$ cat src/rtl/handwash_valve_controller.sv
// Water valve sequencer for the handwash sensor: debounce, hold-open, max-on lockout, wash counting.
// Optional soap dispense phase before water is enabled by defining SOAP_DISPENSE_EN.
module handwash_valve_controller #(
  parameter int unsigned DEBOUNCE_CYCLES = 1000,
  parameter int unsigned HOLD_CYCLES     = 5000000,
  parameter int unsigned MAX_ON_DEFAULT  = 300000000,
  parameter int unsigned SOAP_CYCLES     = 2000000
) (
  input  logic        clk,
  input  logic        reset,
  input  logic        waterRequest,
  input  logic        acceptMaxOnCycles,
  input  logic [31:0] maxOnCycles,
  output logic        valveOpen,
  output logic        lockout,
  output logic [2:0]  state,
  output logic [15:0] cycleCount
`ifdef SOAP_DISPENSE_EN
  ,
  output logic        soapPulse
`endif
);

  typedef enum logic [2:0] {
    IDLE    = 3'd0,
    ARM     = 3'd1,
    SOAP    = 3'd2,
    WATER   = 3'd3,
    HOLD    = 3'd4,
    LOCKOUT = 3'd5
  } stateT;

  localparam logic [31:0] DEB_LAST    = 32'(DEBOUNCE_CYCLES - 1);
  localparam logic [31:0] HOLD_LAST   = 32'(HOLD_CYCLES - 1);
  localparam logic [31:0] MAX_ON_INIT = 32'(MAX_ON_DEFAULT);

  stateT       stateReg, stateNext;
  logic [31:0] debCtrReg, debCtrNext;
  logic [31:0] onTimerReg, onTimerNext;
  logic [31:0] holdTimerReg, holdTimerNext;
  logic [31:0] maxOnHeldReg, maxOnHeldNext;
  logic [15:0] cycleCountReg, cycleCountNext;
  logic        valveOpenReg, lockoutReg;
  logic        enterWater;
  logic        maxOnHit;
`ifdef SOAP_DISPENSE_EN
  localparam logic [31:0] SOAP_LAST = 32'(SOAP_CYCLES - 1);
  logic [31:0] soapTimerReg, soapTimerNext;
  logic        soapPulseReg;
`endif

  always_ff @(posedge clk or posedge reset) begin
    if (reset) begin
      stateReg      <= IDLE;
      debCtrReg     <= '0;
      onTimerReg    <= '0;
      holdTimerReg  <= '0;
      maxOnHeldReg  <= MAX_ON_INIT;
      cycleCountReg <= '0;
      valveOpenReg  <= 1'b0;
      lockoutReg    <= 1'b0;
`ifdef SOAP_DISPENSE_EN
      soapTimerReg  <= '0;
      soapPulseReg  <= 1'b0;
`endif
    end else begin
      stateReg      <= stateNext;
      debCtrReg     <= debCtrNext;
      onTimerReg    <= onTimerNext;
      holdTimerReg  <= holdTimerNext;
      maxOnHeldReg  <= maxOnHeldNext;
      cycleCountReg <= cycleCountNext;
      // Outputs are decoded from the next state so they move on the same edge as state.
      valveOpenReg  <= (stateNext == WATER) || (stateNext == HOLD);
      lockoutReg    <= (stateNext == LOCKOUT);
`ifdef SOAP_DISPENSE_EN
      soapTimerReg  <= soapTimerNext;
      soapPulseReg  <= (stateNext == SOAP);
`endif
    end
  end

  always_comb begin
    stateNext      = stateReg;
    debCtrNext     = debCtrReg;
    onTimerNext    = onTimerReg;
    holdTimerNext  = holdTimerReg;
    maxOnHeldNext  = maxOnHeldReg;
    cycleCountNext = cycleCountReg;
    enterWater     = 1'b0;
`ifdef SOAP_DISPENSE_EN
    soapTimerNext  = soapTimerReg;
`endif
    // The compare uses the held limit, so a lowered limit bites one edge after it is latched.
    maxOnHit = (onTimerReg >= (maxOnHeldReg - 32'd1));

    if (acceptMaxOnCycles && (maxOnCycles != 32'd0)) begin
      maxOnHeldNext = maxOnCycles;
    end

    case (stateReg)
      IDLE: begin
        if (waterRequest) begin
          stateNext  = ARM;
          debCtrNext = '0;
        end
      end
      ARM: begin
        if (!waterRequest) begin
          stateNext = IDLE;
        end else if (debCtrReg == DEB_LAST) begin
`ifdef SOAP_DISPENSE_EN
          stateNext     = SOAP;
          soapTimerNext = '0;
`else
          stateNext  = WATER;
          enterWater = 1'b1;
`endif
        end else begin
          debCtrNext = debCtrReg + 32'd1;
        end
      end
`ifdef SOAP_DISPENSE_EN
      SOAP: begin
        if (soapTimerReg == SOAP_LAST) begin
          stateNext  = WATER;
          enterWater = 1'b1;
        end else begin
          soapTimerNext = soapTimerReg + 32'd1;
        end
      end
`endif
      WATER: begin
        if (maxOnHit) begin
          stateNext = LOCKOUT;
        end else begin
          onTimerNext = onTimerReg + 32'd1;
          if (!waterRequest) begin
            stateNext     = HOLD;
            holdTimerNext = '0;
          end
        end
      end
      HOLD: begin
        if (maxOnHit) begin
          stateNext = LOCKOUT;
        end else if (holdTimerReg == HOLD_LAST) begin
          stateNext = IDLE;
        end else begin
          onTimerNext = onTimerReg + 32'd1;
          if (waterRequest) begin
            stateNext = WATER;
          end else begin
            holdTimerNext = holdTimerReg + 32'd1;
          end
        end
      end
      LOCKOUT: begin
        if (!waterRequest) begin
          stateNext = IDLE;
        end
      end
      default: stateNext = IDLE;
    endcase

    if (enterWater) begin
      onTimerNext = '0;
      if (cycleCountReg != 16'hFFFF) begin
        cycleCountNext = cycleCountReg + 16'd1;
      end
    end
  end

  assign valveOpen  = valveOpenReg;
  assign lockout    = lockoutReg;
  assign state      = stateReg;
  assign cycleCount = cycleCountReg;
`ifdef SOAP_DISPENSE_EN
  assign soapPulse  = soapPulseReg;
`endif

endmodule
$ cat config.mk
export PLATFORM = sky130hd
export DESIGN_NAME = handwash_valve_controller
export DESIGN_NICKNAME = d
export VERILOG_FILES = /design/src/rtl/handwash_valve_controller.sv
export SDC_FILE = /design/constraint.sdc
export NUM_CORES = 1
export LEC_CHECK = 0
export ABC_AREA = 0
export ABC_CLOCK_PERIOD_IN_PS = 5850
export BUFFER_PORTS_ARGS = -buffer_cell sky130_fd_sc_hd__buf_4
export CAP_MARGIN = 20
export CORE_ASPECT_RATIO = 1.75
export CORE_MARGIN = 2
export CORE_UTILIZATION = 60
export DETAILED_ROUTE_END_ITERATION = 10
export GPL_TIMING_DRIVEN = 0
export PLACE_DENSITY = 0.79
export SYNTH_ARGS = -nofsm -noshare
export SYNTH_HDL_FRONTEND = slang
export SYNTH_SLANG_ARGS = --single-unit
$ cat constraint.sdc
create_clock -name clk -period 5.85 [get_ports clk]
set_input_delay 0.8775 -clock clk [delete_from_list [all_inputs] [get_ports clk]]
set_output_delay 0.8775 -clock clk [all_outputs]
set_load 0.005 [all_outputs]
# Yosys cells after proc, flatten, opt, wreduce, memory -nomap -nowiden
# Index checks and enable logic that the tools add are counted.
# op_classes
addsub,5
reduce_logical,11
n_lt_le_gt_ge,1
n_eq_ne,21
n_mux,28
# op_table
cell,count
$mux 32,12
$pmux 32 s2,3
$add 32x1->32 const B,3
$eq 32x10->1 const B,1
$eq 32x23->1 const B,1
$ge 32x32->1,1
$reduce_bool 32->1,1
$sub 32x1->32 const B,1
$mux 3,9
$add 16x1->16 const B,1
$ne 16x16->1 const B,1
$ne 2x2->1 const B,8
$pmux 3 s5,1
$eq 3x3->1 const B,4
$ne 3x3->1 const B,3
$reduce_and 4->1,2
$eq 3x2->1 const B,2
$reduce_and 6->1,1
$reduce_bool 2->1,2
$eq 3x1->1 const B,1
$logic_not 3->1,1
$mux 1,3
$reduce_bool 3->1,1
$reduce_and 2->1,1
other kinds (2),2
# totals
regBits,149
elab_cells,74
input_bits,36
out_inout_bits,21

# Longest topological paths before layout
# logic_depth
word_depth,6
mapped_depth,18
depth_no_buf,16

# Worst setup path before layout
# No wires, ideal clock.
# synth_timing
path_kind,flip-flop to flip-flop
start,register maxOnHeldReg[10]
end,register onTimerReg[16]
setup_ps,67
path_buffers,0
slack_ps,945
t_required_ps,5783
synth_period_minus_slack_ps,4905
arrival_ps,4838
path_stages_with_launch,15
path_cell_list,dfrtp_1 -> or4_4 -> or3_4 -> or4_4 -> or4_4 -> or3_1 -> xor2_1 -> ha_1 -> a21oi_1 -> nor3_1 -> a2111oi_2 -> nand4_1 -> nor3_1 -> or4b_2 -> nand2_1
# synth_between
elab_chain_len,4
elab_cells_between_ends,5
classes_between,1 x add/sub; 1 x order compare; 2 x eq/ne; 1 x reduce/logical
# synth_lines
element,line_no,rtl
start: declaration,41,"logic [31:0] maxOnHeldReg, maxOnHeldNext;"
start signal: assignment,71,maxOnHeldReg <= maxOnHeldNext;
$sub 32x1->32 (*),95,maxOnHit = (onTimerReg >= (maxOnHeldReg - 32'd1));
$ge 32x32->1 (*),95,
$ne 3x3->1 (no source line),-,
$reduce_and 4->1 (no source line) (*),-,
end signal: assignment,69,onTimerReg <= onTimerNext;
end: declaration,39,"logic [31:0] onTimerReg, onTimerNext;"
# Every way passes the cells marked *; elsewhere a longest branch is shown, timed or not.
# A chain may end at the register's enable or synchronous reset.

# Final worst setup path
# layout_timing
start,register maxOnHeldReg[10]
end,register onTimerReg[15]
# Same word-level chain as after synthesis.

==> metrics.md <==
| Metric | Value |
|---|---|
| WS Path Type | `flip-flop to flip-flop` |
| Synth Area in Compound Gates | `between 10% and 20%` |
| Largest net degree at the start of global routing | `80` |
| PortBufs | `between 50 and 60` |
| Adder-cell share of the synthesized area | `approximately 5.2%` |
| Drt first pass iters | `5` |
| Drt wl/cell | `between 15 and 20 µm` |
| Worst Hold Depth | `1` |
| Vias post-DR | `slightly below 8000` |
| Synth unique cells | `57` |
| #FFs+latches synth | `approximately 150` |
| Final WS setup | `284 ps` |
| Worst Setup End Kind | `flip-flop` |
| Global Route Usage Sum | `between 20% and 30%` |
| Largest family of logic cells by synthesized area | `simple AND/OR/NAND/NOR gates` |
| Routed wire length | `around 22 mm` |
| Final Hold Viols | `0` |
| Syn nets | `1006` |
| EDFF count, synth | `0` |
| Diode count | `0` |
| DP Area | `9570 µm²` |
| Vias in the first global route | `roughly 7900` |
| Maximum VDD drop | `~0.22 mV` |
| Post-Route Setup TNS | `0 ps` |
| Starting Density | `around three fifths` |
| Async SR Flop Fraction | `100%` |
| Final Skew | `roughly 14 ps` |
| DRT antenna net count | `0` |
| Slowest cell on crit path | `or4_4` |
| CP Depth | `17` |
| Top delay family on crit path | `simple AND/OR/NAND/NOR gates` |
| Worst slew pin tran | `a little over 1000 ps` |
| Predominant post-synthesis flop cell | `dfrtp_1` |
| I/O pins | `57` |
| Post-Place Setup Slack | `37.3 ps` |
| # Max-Cap Violations | `0` |
| XOR/XNOR Fraction of Synth Area | `~7.3%` |
| Static leakage | `around 4.2 nW` |
| Class of the worst hold path | `flip-flop to flip-flop` |
| Grt met1 use | `around 36%` |
| Worst-path cell chain | `or4_4 > or3_4 > or4_4 > nor4_2 > nand3b_1 > nor3_1 > xnor2_1 > ha_1 > nand4_1 > nor2_1 > a2111oi_2 > nand4_1 > nor2_1 > clkbuf_2 > buf_2 > nand4_1 > a21oi_1` |
| Most used cell, CP | `nand4_1` |
| Vias/cell | `6.45` |
| Worst-case reg-to-reg path depth | `17` |
| Layout area overhead | `14.4%` |
| Syn avg cell area | `approximately 9.5 µm²` |
| CTS Buf Count | `17` |
| Slew Viols, Final | `0` |
| Grt ovf | `0` |
| Final HPWL DP | `about 16 mm` |
| Critical Path Max Stage Delay | `560 ps` |
| Core area | `~14000 µm²` |
| CTS tree | `yes` |
| Final setup fails | `0` |
| H-tree levels | `4` |
| Rows | `a little under 60` |
| Simple-Gate Fraction of Synth Area | `between 20% and 30%` |
| Post-synthesis mux area share | `between 5 and 6%` |
| Starting DRT DRC Count | `between 400 and 500` |
| Initial antenna violation count | `0` |
| Commonest non-fill, non-tap cell in the layout | `dfrtp_1` |
| Fillers | `approximately 1100` |
| Worst setup SP type | `flip-flop` |
| Die W | `roughly 96 µm` |
| Status | `finished clean` |
| Clk buf depth | `2` |
| Met3 Use GR | `under 10%` |
| Share of layout cells above drive strength 1 | `between 10% and 20%` |
| Gr busiest metal | `met2` |
| Worst EP arrival | `5900 ps` |
| Clock sinks | `149` |
| Worst relative slew slack | `31.9%` |
| Post-route cell area | `10100 µm²` |
| Register area share after synthesis | `approximately 42%` |
| Met2 Use GR | `between 50% and 60%` |
| First-pass GRT wire length | `between 30 and 40 mm` |
| Die Y | `roughly 160 µm` |
| Post-Syn Area | `a little under 9000 µm²` |
| Req. time, crit path | `between 6000 and 7000 ps` |
| Leading cell types in the layout, fill and taps excluded | `139 x dfrtp_1, 80 x nor2_1, 69 x nand2_1` |
| Clk slew on worst S/H paths | `roughly 60 ps` |
| Worst path bufs/invs | `2` |
| Design Power | `around 2.4 mW` |
| Worst-skew pair later-pin latency | `430 ps` |
| Layout Nets | `roughly 1100` |
| Fmax achieved | `180 MHz` |
| RePlAce Congestion | `around 0.9` |
| Root Buffer | `clkbuf_16` |
| Cells after Synth | `around 930` |
| Ys Warns | `0` |
| Power per Cell Area | `between 200 and 250 nW/µm²` |
| DRC errors left | `0` |
| DIE AREA | `around 16000 µm²` |
| Final min period | `roughly 5600 ps` |
| Fin crit share | `a little over nine tenths` |
| Crit path max fanout | `10` |
[sequential cells by signal, summed over array words and instances (netlist names)]
| register | cells |
|---|---|
| lockout | 1 |
| debCtrReg | 32 |
| valveOpen | 1 |
| holdTimerReg | 32 |
| onTimerReg | 32 |
| cycleCount | 16 |
| maxOnHeldReg | 32 |
| state | 3 |
[per-stage QoR]
step,instances,hold slack [ps],util [%]
2_1_floorplan,933,460,-
3_3_place_gp,1169,480,65.9
3_5_place_dp,1172,494,66.3
4_1_cts,1204,508,70.2
5_1_grt,1204,513,70.3
6_report,1204,507,70.3
[logic make-up after synthesis]
| group | after synthesis |
|---|---|
| AND/OR/NAND/NOR | 408 |
| AO/OA/AOI/OAI | 168 |
| flip-flops | 149 |
| XOR/XNOR | 74 |
| buffers and inverters | 55 |
| multiplexers | 42 |
| adder cells (fa/ha/maj) | 37 |
[worst paths after layout]
check	start	endpoint	slack (ps)
max	maxOnHeldReg[10]$_DFFE_PP0P_	onTimerReg[15]$_DFFE_PP0P_	280
min	cycleCount[14]$_DFFE_PP0P_	cycleCount[14]$_DFFE_PP0P_	510
max reg2reg	maxOnHeldReg[10]$_DFFE_PP0P_	onTimerReg[15]$_DFFE_PP0P_	280
min reg2reg	cycleCount[14]$_DFFE_PP0P_	cycleCount[14]$_DFFE_PP0P_	510
max in group asynchronous	reset	maxOnHeldReg[13]$_DFFE_PP1P_	4420
min in group asynchronous	reset	holdTimerReg[15]$_DFFE_PP0P_	560
[where the power goes]
part	internal [mW]	switching, mW	leakage [nW]
combinational	0.104	0.119	2.06
sequential	1.07	0.0477	1.90
clock	0.565	0.476	0.270
[final cells by class]
| class | count | area, µm² | area share, % |
|---|---|---|---|
| Clock inverter | 14 | 119 | 1.17 |
| Timing Repair Buffer | 59 | 464 | 4.57 |
| Multi-Input combinational cell | 729 | 4940 | 48.7 |
| Inverter | 13 | 53.8 | 0.530 |
| Buffer | 42 | 168 | 1.65 |
| Tap cell | 180 | 225 | 2.22 |
| Sequential cell | 149 | 3740 | 36.9 |
| Clock buffer | 18 | 439 | 4.33 |
[Yosys cell counts (2+ instances only)]
library cell	n	area [µm²]
and2_0	2	12.5
a31o_2	5	43.8
and2_1	9	56.3
nor3_1	20	100
mux2_2	33	372
nand4_1	34	213
o311ai_0	2	17.5
buf_1	5	18.8
a31oi_1	11	68.8
dfstp_2	10	263
a41oi_1	3	26.3
nor2_1	80	300
ha_1	37	463
clkbuf_1	31	116
xor2_1	35	307
buf_2	6	30.0
a21o_1	7	52.6
nor4_1	35	219
nor3b_1	3	22.5
nand2_1	69	259
o21ai_0	30	150
o31ai_1	56	420
nand3b_1	8	60.1
and3_1	30	188
a21oi_1	33	165
dfrtp_1	139	3480
or4_1	12	90.1
o41ai_1	8	70.1
or2_2	2	12.5
or3_1	9	56.3
xnor2_1	39	342
inv_1	12	45.0
mux2i_1	9	90.1
nor2b_1	2	12.5
o21a_1	3	22.5
or4_4	4	45.0
nand2b_1	9	56.3
nor4bb_1	3	30.0
nand3_1	55	275
nor4b_1	9	78.8
and4_1	8	70.1
[routing by layer]
metal,part of all wire (%),up-vias,wire (µm)
met5,0,-,0
li1,-,3650,-
met2,55,258,12300
met4,2.9,0,651
met1,38,3792,8510
met3,3.9,63,870
[repair_timing]
| action | CTS | global route |
|---|---|---|
| pin swaps | 0 | 0 |
| hold buffers | 0 | 0 |
| resized for setup | 1 | 5 |
| gates cloned | 0 | 0 |
| setup buffers | 0 | 0 |
| hold endpoints to repair | 0 | 0 |
| setup endpoints to repair | 10 | 47 |
No activity file was read; power rests on OpenSTA's default activity.
